[config.mk]
export PLATFORM = sky130hd
export DESIGN_NAME = sine_phase_gen
export DESIGN_NICKNAME = d
export VERILOG_FILES = /design/src/rtl/sine_phase_gen.sv
export SDC_FILE = /design/constraint.sdc
export NUM_CORES = 1
export LEC_CHECK = 0
export ABC_AREA = 0
export CORE_MARGIN = 10
export CORE_UTILIZATION = 29
export CTS_BUF_LIST = sky130_fd_sc_hd__clkbuf_2 sky130_fd_sc_hd__clkbuf_4 sky130_fd_sc_hd__clkbuf_8
export DETAILED_ROUTE_END_ITERATION = 10
export MAX_ROUTING_LAYER = met4
export PLACE_DENSITY_LB_ADDON = 0.15
export SLEW_MARGIN = 0
export SYNTH_ARGS = -nofsm -noshare
export SYNTH_HDL_FRONTEND = slang
export SYNTH_SLANG_ARGS = --single-unit
[constraint.sdc]
create_clock -name clk_i -period 5.8 [get_ports clk_i]
set_clock_uncertainty 0.1 [all_clocks]
set_input_delay 1.16 -clock clk_i [delete_from_list [all_inputs] [get_ports clk_i]]
set_output_delay 1.16 -clock clk_i [all_outputs]
set_load 0.1 [all_outputs]
[src/rtl/sine_phase_gen.sv]
// DDS front end for the sine lookup ROM: phase accumulator, sample-rate prescaler,
// phase-continuous tuning-word update and a valid strobe aligned to the ROM output.
module sine_phase_gen #(
    parameter int ACC_W   = 16,
    parameter int ADDR_W  = 7,
    parameter int DIV_W   = 16,
    parameter int ROM_LAT = 1
) (
    input  logic              clk_i,
    input  logic              rst_ni,
    input  logic              en_i,
    input  logic [DIV_W-1:0]  div_i,
    input  logic [ACC_W-1:0]  fcw_i,
    input  logic              fcw_load_i,
    output logic              fcw_ack_o,
    output logic [ADDR_W-1:0] addr_o,
    output logic              cen_o,
    output logic              wrap_o,
    output logic              valid_o,
    output logic              busy_o
);

    localparam int DRN_W = (ROM_LAT > 1) ? $clog2(ROM_LAT) : 1;

    typedef enum logic [1:0] {
        IDLE  = 2'd0,
        RUN   = 2'd1,
        DRAIN = 2'd2
    } state_t;

    state_t              r_state;
    logic [ACC_W-1:0]    r_acc;
    logic [ACC_W-1:0]    r_fcwActive;
    logic [ACC_W-1:0]    r_fcwPending;
    logic                r_pendFlag;
    logic                r_carrySeen;
    logic [DIV_W-1:0]    r_cnt;
    logic [DRN_W-1:0]    r_drainCnt;
    logic [ROM_LAT-1:0]  r_validSr;
    logic [ADDR_W-1:0]   r_addr;
    logic                r_cen;
    logic                r_wrap;
    logic                r_ack;
    logic                r_busy;

    logic                w_tick;
    logic [ACC_W:0]      w_sum;
    logic                w_carry;
    logic                w_lastDrain;

    // div_i is compared live, so lowering it below the running count ticks at once
    assign w_tick      = (r_cnt >= div_i);
    assign w_sum       = {1'b0, r_acc} + {1'b0, r_fcwActive};
    assign w_carry     = w_sum[ACC_W];
    assign w_lastDrain = (r_drainCnt == DRN_W'(ROM_LAT - 1));

    always_ff @(posedge clk_i or negedge rst_ni) begin
        if (!rst_ni) begin
            r_state      <= IDLE;
            r_acc        <= '0;
            r_fcwActive  <= '0;
            r_fcwPending <= '0;
            r_pendFlag   <= 1'b0;
            r_carrySeen  <= 1'b0;
            r_cnt        <= '0;
            r_drainCnt   <= '0;
            r_addr       <= '0;
            r_cen        <= 1'b0;
            r_wrap       <= 1'b0;
            r_ack        <= 1'b0;
            r_busy       <= 1'b0;
        end else begin
            r_cen  <= 1'b0;
            r_wrap <= 1'b0;
            r_ack  <= 1'b0;
            case (r_state)
                IDLE: begin
                    if (r_pendFlag) begin
                        r_fcwActive <= r_fcwPending;
                        r_pendFlag  <= 1'b0;
                        r_ack       <= 1'b1;
                    end
                    if (en_i) begin
                        r_state     <= RUN;
                        r_acc       <= '0;
                        r_cnt       <= '0;
                        r_carrySeen <= 1'b0;
                        r_busy      <= 1'b1;
                    end
                end
                RUN: begin
                    if (!en_i) begin
                        r_state    <= DRAIN;
                        r_drainCnt <= '0;
                    end else if (w_tick) begin
                        // Present the pre-add phase; a carry marks the next sample as a wrap
                        r_cnt       <= '0;
                        r_cen       <= 1'b1;
                        r_addr      <= r_acc[ACC_W-1 -: ADDR_W];
                        r_wrap      <= r_carrySeen;
                        r_carrySeen <= w_carry;
                        r_acc       <= w_sum[ACC_W-1:0];
                        if (w_carry && r_pendFlag) begin
                            r_fcwActive <= r_fcwPending;
                            r_pendFlag  <= 1'b0;
                            r_ack       <= 1'b1;
                        end
                    end else begin
                        r_cnt <= r_cnt + 1'b1;
                    end
                end
                DRAIN: begin
                    if (r_pendFlag) begin
                        r_fcwActive <= r_fcwPending;
                        r_pendFlag  <= 1'b0;
                        r_ack       <= 1'b1;
                    end
                    if (w_lastDrain) begin
                        r_state <= IDLE;
                        r_busy  <= 1'b0;
                    end else begin
                        r_drainCnt <= r_drainCnt + 1'b1;
                    end
                end
                default: begin
                    r_state <= IDLE;
                    r_busy  <= 1'b0;
                end
            endcase
            // A load landing on an applying edge becomes the next pending word
            if (fcw_load_i) begin
                r_fcwPending <= fcw_i;
                r_pendFlag   <= 1'b1;
            end
        end
    end

    generate
        if (ROM_LAT == 1) begin : g_validOne
            always_ff @(posedge clk_i or negedge rst_ni) begin
                if (!rst_ni) begin
                    r_validSr <= '0;
                end else begin
                    r_validSr <= r_cen;
                end
            end
        end else begin : g_validMulti
            always_ff @(posedge clk_i or negedge rst_ni) begin
                if (!rst_ni) begin
                    r_validSr <= '0;
                end else begin
                    r_validSr <= {r_validSr[ROM_LAT-2:0], r_cen};
                end
            end
        end
    endgenerate

    assign fcw_ack_o = r_ack;
    assign addr_o    = r_addr;
    assign cen_o     = r_cen;
    assign wrap_o    = r_wrap;
    assign valid_o   = r_validSr[ROM_LAT-1];
    assign busy_o    = r_busy;

endmodule

==> metrics.txt <==
crit path kind in -> reg; register bit total from synthesis 80; gr usage total 11.8%; Num CTS Buffers 9; sequential share of power 45.2%; initial antenna violation count 0; CTS Root Buffer Type clkbuf_8; post-CTS setup buffers 0; Remaining DRCs 0; largest net degree at the start of global routing 43; fin nets 604; fmax 256 MHz; Synth area leader dfrtp_1; final worst path period need 3.90 ns; First DRT Iteration DRCs 241; Worst-Skew Late Latency 0.37 ns; RSZ-0062 raised after global routing false; hold_buf cts 0; die area 22100 um2; Comb pwr share 22.2%; crit-path max FO 21; Post-synth top flop dfrtp_1; Cells after Synth 495; Num Clock Sinks 80; Starting Density 29.9%; Ys Warns 0; Vias/cell 5.12; internal power 0.00102 W; Overflow after GRT 0; # IOs 48; CTS resizes 0; Worst slew margin 19.1%; Vias 3861; CP Launch Type primary input; Least-Margin Pin Slew 1.21 ns; final setup fails 0; Peak VDD IR 0.113 mV; ANT cells 0; WL/cell 16.3 um; top cells by count, synth dfrtp_1 (80), inv_1 (44), nand2_1 (35), o21ai_0 (34), ha_1 (33); area growth from synthesis to layout 18.2%; outcome finished, final reports clean; Final period util 67.3%; Seq/Total Area, Yosys 41.8%; core area 16100 um2; First-pass DRT Iterations 4; Post-synth ARST share 100%; final wirelength 12.3 mm; CTS tree yes; Final Core Density 35.3%; Port Buf Inserts 47; Die Y 149 um; post-detail-place hpwl 8.73 mm; Setup TNS 0 ns; Tightest Hold Check Type reg -> reg; Clock Tree Buf Depth 2; Leakage 2.61 nW; post-synthesis cell type count 54; die width 149 um; mapped cell area 4790 um2; sw power 0.000457 W; Final Hold Fails 0; Switching Fraction 31.0%; CP required 5.96 ns; top-count cell post-synth dfrtp_1; Post-DP Area 5440 um2; synth top area cells dfrtp_1 (42%), ha_1 (8.6%), mux2_2 (4.2%), o21ai_0 (3.5%), inv_1 (3.4%); GPL Wtd Cong 0.805; Slew Viols, Final 0; Synth Net Count 565; ratio of cells with drive above 1 in the final layout 9.48%; H-Tree Depth 3; syn avg cell area 9.68 um2; first-pass GRT wire length 20.5 mm; arrival time at the worst endpoint 4.06 ns; clock power share 32.6%; Antenna Nets Post-Route 0; CP Capture Type flop; Worst-path clk slew 0.08 ns; EDFF count, synth 0; row count 46; Max Cap Viol 0; pwr dens 260 nW/um2; vias in the first global route 3915; design area 5670 um2; top-area cell type share of the netlist area 41.8%
==> worst paths after layout <==
path                                             start                         end  slack, ns  depth (start not counted)
worst max-delay path                              en_i       addr_o[6]$_DFFE_PN0P_       1.90                          9
worst min-delay path                   cen_o$_DFF_PN0_           valid_o$_DFF_PN0_       0.28                          0
worst max register to register  r_state[0]$_DFFE_PN0P_        r_cnt[3]$_DFFE_PN0P_       2.37                          6
worst min register to register         cen_o$_DFF_PN0_           valid_o$_DFF_PN0_       0.28                          0
max in group asynchronous                       rst_ni  r_fcwActive[1]$_DFFE_PN0P_       3.99                          2
min in group asynchronous                       rst_ni        r_cnt[4]$_DFFE_PN0P_       0.67                          1
==> through the flow <==
step	std cells	setup slack (ns)	hold WS, ns	total power [W]
floorplan	495	2.60	0.308	0.000895
global placement	739	1.55	0.262	0.000997
detailed placement	739	1.52	0.263	0.00101
CTS	754	1.92	0.282	0.00149
global route	754	1.66	0.308	0.00157
finish	754	1.90	0.280	0.00147
==> layer usage <==
metal / part of all wire, % / up-vias / GRT usage [%] / wire length (um)
met1: 50 / 1885 / 15.9 / 6150
li1: - / 1893 / - / -
met4: 1.1 / 0 / 3.72 / 138
met2: 45 / 73 / 17.3 / 5570
met3: 3.7 / 10 / 2.49 / 458
met5: 0 / - / - / 0
==> cell families (layout without fill, tap and decap cells) <==
logic type	after synthesis	in the layout	share of synthesized area [%]
XOR/XNOR	17	17	3.11
multiplexers	23	23	5.79
AO/OA/AOI/OAI	143	143	20.7
buffers and inverters	69	112	6.19
adder cells (fa/ha/maj)	34	34	9.03
AND/OR/NAND/NOR	129	129	13.4
flip-flops	80	80	41.8
==> critical path: stages <==
cell and delay [ns]:
clkdlybuf4s50_1 0.50, nand2b_1 0.36, inv_1 0.50, a22o_1 0.26, a31o_1 0.12, buf_4 0.27
nand2_4 0.10, inv_2 0.39, mux2_2 0.39
==> flip-flops by register name (all words and copies together), names as in the netlist, 2 cells and up <==
register,count
r_fcwActive,16
r_state,2
r_acc,16
r_cnt,16
r_fcwPending,16
addr_o,7
==> cell type report <==
| type | instances | area [um2] |
|---|---|---|
| Fill cell | 1638 | 10400 |
| Multi-Input combinational cell | 346 | 2500 |
| Sequential cell | 80 | 2000 |
| Timing Repair Buffer | 51 | 498 |
| Tap cell | 216 | 270 |
| Inverter | 46 | 173 |
| Clock buffer | 12 | 159 |
| Clock inverter | 3 | 65.1 |
==> layout by cell type, fill, tap and decap left out, types with 3 or more instances in the layout <==
cell type and instances:
dfrtp_1 80, clkdlybuf4s50_1 46, inv_1 44, nand2_1 35
o21ai_0 34, ha_1 33, nor2_1 29, nand4_1 24
a31oi_1 19, mux2_2 18, a21oi_1 16, a22o_1 16
o311ai_1 13, a21o_1 12, nand3_1 12, xnor2_1 11
clkbuf_8 11, o21a_1 6, xor2_1 6, and3_1 5
nor3_1 5, mux2_4 5, buf_4 5, a211oi_1 4
nand2b_1 4, or3_1 4, o311ai_0 3, a32o_1 3
==> power by group through the flow <==
stage               sequential (W)  combinational, W  clock (W)
CTS                       0.000666          0.000330   0.000496
floorplan                 0.000661          0.000233          0
detailed placement        0.000677          0.000328          0
finish                    0.000666          0.000327   0.000481
global placement          0.000676          0.000321          0
global route              0.000674          0.000368   0.000527
(Power assumes the default switching activity.)
